`src/rtl/condicionador_entradas_pkg.sv`:
```
// Shared widths, FSM state type and reset word for the input conditioner.
package condicionador_entradas_pkg;

    localparam int unsigned W_CODE = 3;
    localparam int unsigned W_FUNC = 1;
    localparam int unsigned W_BTN  = 2;
    localparam int unsigned W_WORD = W_CODE + W_FUNC + W_BTN;

    typedef logic [W_WORD-1:0] word_t;

    typedef enum logic {
        ST_IDLE  = 1'b0,
        ST_CHECK = 1'b1
    } state_t;

    // Switches cleared, buttons released (active-low).
    localparam word_t RST_WORD = 6'b0000_11;

    function automatic word_t pack_word(input logic [W_CODE+W_FUNC-1:0] hh,
                                        input logic [W_BTN-1:0] btn);
        return {hh, btn};
    endfunction

endpackage

```
`src/rtl/condicionador_entradas_debounce_canal.sv`:
```
// One requester channel: 2-flop synchroniser followed by a whole-word debounce FSM.
module debounce_canal
    import condicionador_entradas_pkg::*;
#(
    parameter int unsigned DEB_CYCLES = 16
) (
    input  logic  clk,
    input  logic  rst,
    input  word_t raw,
    output word_t stable,
    output logic  chg,
    output logic  busy
);

    localparam int unsigned CNT_W = $clog2(DEB_CYCLES + 1);

    word_t            sync1;
    word_t            s;
    word_t            cand;
    word_t            cand_nxt;
    word_t            stable_nxt;
    logic [CNT_W-1:0] cnt;
    logic [CNT_W-1:0] cnt_nxt;
    logic             chg_nxt;
    state_t           state;
    state_t           state_nxt;

    always_ff @(posedge clk) begin
        if (rst) begin
            sync1  <= RST_WORD;
            s      <= RST_WORD;
            state  <= ST_IDLE;
            cand   <= RST_WORD;
            cnt    <= '0;
            stable <= RST_WORD;
            chg    <= 1'b0;
        end else begin
            sync1  <= raw;
            s      <= sync1;
            state  <= state_nxt;
            cand   <= cand_nxt;
            cnt    <= cnt_nxt;
            stable <= stable_nxt;
            chg    <= chg_nxt;
        end
    end

    always_comb begin
        state_nxt  = state;
        cand_nxt   = cand;
        cnt_nxt    = cnt;
        stable_nxt = stable;
        chg_nxt    = 1'b0;
        unique case (state)
            ST_IDLE: begin
                if (s != stable) begin
                    cand_nxt  = s;
                    cnt_nxt   = CNT_W'(1);
                    state_nxt = ST_CHECK;
                end
            end
            ST_CHECK: begin
                if (s != cand) begin
                    // A return to the accepted word is a bounce; anything else restarts the count.
                    if (s == stable) begin
                        cnt_nxt   = '0;
                        state_nxt = ST_IDLE;
                    end else begin
                        cand_nxt = s;
                        cnt_nxt  = CNT_W'(1);
                    end
                end else if (cnt == CNT_W'(DEB_CYCLES - 1)) begin
                    stable_nxt = cand;
                    chg_nxt    = 1'b1;
                    cnt_nxt    = '0;
                    state_nxt  = ST_IDLE;
                end else begin
                    cnt_nxt = cnt + CNT_W'(1);
                end
            end
            default: begin
                state_nxt = ST_IDLE;
                cnt_nxt   = '0;
            end
        endcase
    end

    assign busy = (state == ST_CHECK);

endmodule

```
`src/rtl/condicionador_entradas.sv`:
```
// Input conditioner: two independent debounced requester channels feeding the access-control core.
module condicionador_entradas
    import condicionador_entradas_pkg::*;
#(
    parameter int unsigned DEB_CYCLES = 16
) (
    input  logic       CLK,
    input  logic       RST,
    input  logic [3:0] HH0_RAW,
    input  logic [1:0] B0_RAW,
    input  logic [3:0] HH1_RAW,
    input  logic [1:0] B1_RAW,
    output logic [3:0] HH0,
    output logic [1:0] B0,
    output logic [3:0] HH1,
    output logic [1:0] B1,
    output logic       CHG0,
    output logic       CHG1,
    output logic       BUSY
);

    word_t word0_raw;
    word_t word1_raw;
    word_t word0;
    word_t word1;
    logic  busy0;
    logic  busy1;

    assign word0_raw = pack_word(HH0_RAW, B0_RAW);
    assign word1_raw = pack_word(HH1_RAW, B1_RAW);

    debounce_canal #(.DEB_CYCLES(DEB_CYCLES)) u_canal0 (
        .clk    (CLK),
        .rst    (RST),
        .raw    (word0_raw),
        .stable (word0),
        .chg    (CHG0),
        .busy   (busy0)
    );

    debounce_canal #(.DEB_CYCLES(DEB_CYCLES)) u_canal1 (
        .clk    (CLK),
        .rst    (RST),
        .raw    (word1_raw),
        .stable (word1),
        .chg    (CHG1),
        .busy   (busy1)
    );

    assign HH0  = word0[W_WORD-1:W_BTN];
    assign B0   = word0[W_BTN-1:0];
    assign HH1  = word1[W_WORD-1:W_BTN];
    assign B1   = word1[W_BTN-1:0];
    assign BUSY = busy0 | busy1;

endmodule
```
`config.mk`:
```
export PLATFORM = sky130hd
export DESIGN_NAME = condicionador_entradas
export DESIGN_NICKNAME = d
export VERILOG_FILES = /design/src/rtl/condicionador_entradas_pkg.sv /design/src/rtl/condicionador_entradas_debounce_canal.sv /design/src/rtl/condicionador_entradas.sv
export SDC_FILE = /design/constraint.sdc
export NUM_CORES = 1
export LEC_CHECK = 0
export CORE_MARGIN = 1.5
export CORE_UTILIZATION = 35
export CTS_CLUSTER_DIAMETER = 100
export CTS_CLUSTER_SIZE = 12
export DETAILED_ROUTE_END_ITERATION = 7
export PLACE_DENSITY_LB_ADDON = 0.08
export SYNTH_ARGS = -nofsm -noshare
export SYNTH_HDL_FRONTEND = slang
export SYNTH_SLANG_ARGS = --single-unit
```
`constraint.sdc`:
```
create_clock -name CLK -period 2.8 [get_ports CLK]
set_input_delay 0.28 -clock CLK [delete_from_list [all_inputs] [get_ports CLK]]
set_output_delay 0.28 -clock CLK [all_outputs]
set_load 0.05 [all_outputs]
```
# Word level (Yosys, flattened, before mapping)
# Cells that the tools add are included.
[op_classes]
n_reduce_logical = 6
n_mux = 30
addsub = 2
bitwise = 5
eq_ne = 14
[op_table]
columns = ["operator", "n"]
rows = [
  ["$mux W6", 6],
  ["$mux W5", 6],
  ["$ne A6 B6 Y1", 4],
  ["$pmux W6 S2", 2],
  ["$pmux W5 S2", 2],
  ["$eq A6 B6 Y1", 2],
  ["$mux W1", 12],
  ["$reduce_and A3 Y1", 4],
  ["$add A5 B1 Y5 const B", 2],
  ["$eq A5 B4 Y1 const B", 2],
  ["$ne A2 B2 Y1 const B", 4],
  ["$reduce_or A3 Y1", 2],
  ["$ne A2 B1 Y1 const B", 2],
  ["$not A1 Y1", 4],
  ["$pmux W1 S2", 2],
  ["$or A1 B1 Y1", 1],
]
[word_totals]
elab_cells = 71
regBits = 62
out_inout_bits = 15
inputBits = 14

# Logic depth before layout (Yosys ltp)
[logic_depth]
ltp_word = 4
ltp_mapped = 6

# Hierarchy
# A second synthesis with hierarchy kept.
[unflattened]
cells_unflattened = 241
hier_area_um2 = 2451.1
[modules_own_cells]
columns = ["module", "seq_area_each_um2", "n_inst", "area_per_inst_um2", "cells_per_inst"]
rows = [
  ["debounce_canal", 620.6, 2, 1222.4, 120],
  ["condicionador_entradas", 0.0, 1, 6.3, 1],
]

# Worst setup path before layout
# No wires, ideal clock.
[synth_timing]
kind = "register -> register"
start = "reg u_canal0.stable[1]"
end = "reg u_canal0.cnt[0]"
t_required_ps = 2726
arrival_ps = 1683
setup_ps = 74
path_slack_ps = 1043
stages_incl_launch_ff = 6
cell_sequence = "dfxtp_1 -> xnor2_1 -> nand4_1 -> nor3_1 -> or4_2 -> a31oi_1"
[synth_between]
elab_chain_cells = 4
[synth_lines]
columns = ["item", "line_no", "rtl"]
rows = [
  ["start: declaration", "condicionador_entradas_debounce_canal.sv:10", "output word_t stable,"],
  ["start signal: assignment", "condicionador_entradas_debounce_canal.sv:43", "stable <= stable_nxt;"],
  ["$eq A6 B6 Y1", "condicionador_entradas_debounce_canal.sv:65", "if (s == stable) begin"],
  ["$mux W1", "condicionador_entradas_debounce_canal.sv:65", ""],
  ["$mux W5", "condicionador_entradas_debounce_canal.sv:63", "if (s != cand) begin"],
  ["$pmux W5 S2", "condicionador_entradas_debounce_canal.sv:54", "unique case (state)"],
  ["end signal: assignment", "condicionador_entradas_debounce_canal.sv:42", "cnt <= cnt_nxt;"],
  ["end: declaration", "condicionador_entradas_debounce_canal.sv:22", "logic [CNT_W-1:0] cnt;"],
]
# Several ways; a longest one is shown, not always the timed one.
# A chain may end at the register's enable or synchronous reset.

# Worst setup path in the final report
[layout_timing]
start = "reg u_canal0.state (netlist: u_canal0.busy)"
end = "out BUSY"
[layout_between]
elab_chain_cells = 1
[layout_lines]
columns = ["item", "line_no", "rtl"]
rows = [
  ["start: declaration", "condicionador_entradas_debounce_canal.sv:25", "state_t state;"],
  ["start signal: assignment", "condicionador_entradas_debounce_canal.sv:40", "state <= state_nxt;"],
  ["$or A1 B1 Y1", "condicionador_entradas.sv:54", "assign BUSY = busy0 | busy1;"],
  ["end: declaration", "condicionador_entradas.sv:19", "output logic BUSY"],
]
# No other way between the ends.

==> flow_metrics.tcl <==
set metrics [dict create \
    min-delay-start "RST" \
    start_util_pct 35.9 \
    first_pass_iters 4 \
    vias 1670 \
    timing.critical_path.buf_inv 1 \
    core-area_um2 6760 \
    setup_viol 0 \
    ys_types 37 \
    cts_resized 0 \
    multiInputGateArea_um2 1150 \
    required_ns 2.52 \
    place_area_um2 2780 \
    die-area_um2 7440 \
    worstSkewPairLatency_ns 0.33 \
    max_freq_mhz 508 \
    power.density_nw_per_um2 644 \
    peakVddDrop_mv 0.228 \
    whs_path_depth 2 \
    cpMaxStageDelayCell "clkdlybuf4s50_1" \
    post_cts_buffers 0 \
    grt_pass1_vias 1582 \
    port-buffer-count 28 \
    period_share_pct 70.3 \
    synth_area_leaders "dfxtp_1 51%, mux2i_1 9.9%, xnor2_1 8.7%, nor2b_1 4.6%, nor2_1 4.0%" \
    antenna_left 0 \
    layout_commonest_cell "dfxtp_1" \
    path_cells "or2_2 > clkdlybuf4s50_1" \
    ios 29 \
    synth_nets 257 \
    hold_viol_final 0 \
    slew_headroom_pct 54.7 \
    hold_class "input port to flop" \
    rows 30 \
    syn_avg_cell_area_um2 10.1 \
    wirelength_um 4290 \
    grt_max_degree 32 \
    ys_warn_count 0 \
    fin_ws_ns 0.830 \
    via_per_inst 4.66 \
    rsz0062_at_grt "false" \
    r2r_cells 6 \
    period_needed_ns 1.97 \
    die_w_um 86.3 \
    synth_seq_cells 62 \
    diodes 0 \
    fin_nets 290 \
    yosysSeqAreaShare_pct 51.2 \
    power_leakage_uw 0.00110 \
    cp-startpoint "u_canal0.busy$_SDFF_PP0_" \
    grt_usage_pct 13.2 \
    slew_violations 0 \
    cp_slowest_stage_delay_ns 0.79 \
    min_to "u_canal1.cnt[1]$_SDFFE_PP0P_" \
    r2r_end "u_canal1.stable[1]$_SDFFE_PP1P_" \
    dp_hpwl_um 2920 \
    cts_max_path_buffers 2 \
    antenna_found_initial 0 \
    synth.cell_area_um2 2430 \
    grt_overflow 0 \
    clk_transition_reported_paths_ns 0.07 \
    design_area_um2 2990 \
    r2r_start "u_canal1.cnt[0]$_SDFFE_PP0P_" \
    synth.largest_area_cell "dfxtp_1" \
    cts_tree "yes" \
    skew_ns 0.00844 \
    cp.arrival_ns 1.69 \
    nFillCells 671 \
    cts-root-buf "clkbuf_8" \
    syn_inst 241 \
    htree_levels 3 \
    setup_tns_ns 0 \
    synth_top_area_share_pct 51.2 \
    criticalPathCategory "flop to output port" \
    cts_hold_buf 0 \
    outcome "finished, final reports clean" \
    timing.max_cap.violations 0 \
    dp_worst_setup_slack_ns 0.837 \
    final_cell_mix "62 x dfxtp_1, 27 x clkdlybuf4s50_1, 26 x nor2_1, 24 x xnor2_1, 24 x mux2i_1" \
    area_delta_synth_final_pct 23.3 \
    drc 0 \
    clkSinkCount 62 \
    end_kind "output port" \
    reg2reg_slack_ns 0.84 \
    grt_pass1_wl_um 7470 \
    post_drt_wl_per_cell_um 12.0 \
    seqCellArea_um2 1240 \
    gp_congestion 0.775 \
    numCtsBuffers 9 \
    die_h_um 86.3 \
    crit_fanout 6 \
    tightest_slew_ns 0.676 \
    drtIter0Drc 48 \
    start_kind "flop" \
    drive_above_1_share_pct 12.6 \
    crit_family "buffers and inverters" \
]
[where the power goes]
group | total [uW] | switching, uW | internal (uW)
clock | 802 | 325 | 477
combinational | 185 | 98.7 | 86.0
sequential | 938 | 24.7 | 914
total | 1930 | 448 | 1480
[registers in the layout, summed over array words and instances, names as in the netlist]
| name | count |
|---|---|
| u_canal0.cand | 6 |
| u_canal0.s | 6 |
| u_canal0.stable | 6 |
| u_canal0.sync1 | 6 |
| u_canal1.cand | 6 |
| u_canal1.s | 6 |
| u_canal1.stable | 6 |
| u_canal1.sync1 | 6 |
| u_canal0.cnt | 5 |
| u_canal1.cnt | 5 |
| u_canal0.busy | 1 |
| u_canal0.chg | 1 |
| u_canal1.busy | 1 |
| u_canal1.chg | 1 |
[synth_stat cells (all sizes together)]
master / number
clkbuf: 7
or3: 1
a22oi: 1
nand4: 5
a2bb2oi: 1
and4b: 1
mux2i: 24
nand2: 21
nand3: 8
nand4b: 1
and3: 1
o311a: 1
inv: 3
o21ai: 1
nor3: 5
dfxtp: 62
ha: 2
o31ai: 1
a32oi: 1
a31oi: 3
xnor2: 24
a311oi: 1
nand2b: 1
nor4: 1
nor2b: 18
and2: 1
a21oi: 4
or4: 1
or2: 9
o211ai: 1
nor2: 27
o22ai: 1
nor3b: 1
a22o: 1
[final cells by class]
cell class / instances / share of cell area [%]
Sequential cell: 62 / 41.5
Clock inverter: 3 / 1.42
Inverter: 3 / 0.377
Multi-Input combinational cell: 169 / 38.4
Tap cell: 80 / 3.35
Timing Repair Buffer: 29 / 9.46
Clock buffer: 12 / 5.52
[stage by stage]
stage | power, uW | hold slack, ns | utilization [%] | instances
final | 1930 | 0.377 | 44.3 | 358
after global routing | 2030 | 0.388 | 44.3 | 358
after CTS | 1950 | 0.364 | 44.3 | 358
after detailed placement | 1140 | 0.392 | 41.2 | 343
after global placement | 1140 | 0.392 | 41.2 | 343
after floorplan | 1090 | 0.384 | - | 241
[layer usage]
layer  track usage, %  vias to the layer above  share of wire, %
met5                0                        -                 0
met4             7.04                        0               2.1
met3             4.67                        8               4.8
met2             16.9                       39                38
met1             19.0                      739                55
li1                 -                      884                 -
[worst register-to-register path: cells and delay by family, from the launching register on]
family	cells	cell delay (ns)
and+or+nand+nor	4	0.96
DFF	1	0.38
muxes	1	0.25
adders and majority gates	1	0.23
[cells by family (layout without fill, tap and decap cells)]
| family | after synthesis | after routing | synth area share [%] |
|---|---|---|---|
| muxes | 24 | 24 | 9.90 |
| and+or+nand+nor | 102 | 102 | 22.6 |
| AOI/OAI and AO/OA | 17 | 17 | 5.11 |
| xor gates and xnor gates | 24 | 24 | 8.66 |
| adders and majority gates | 2 | 2 | 1.03 |
| buffers and inverters | 10 | 47 | 1.55 |
| DFF | 62 | 62 | 51.2 |
[worst max path at each step]
stage                                                 end  slack (ns)  cells past startpoint
after detailed placement  u_canal1.stable[0]$_SDFFE_PP1P_        0.84                      6
after global routing      u_canal1.stable[1]$_SDFFE_PP1P_        0.66                      6
final                                                BUSY        0.83                      2
after CTS                                            BUSY        0.81                      2
after global placement    u_canal1.stable[0]$_SDFFE_PP1P_        0.84                      6
after floorplan              u_canal0.cnt[0]$_SDFFE_PP0P_        1.04                      5
Note: power is estimated with default switching activity, not from simulation.
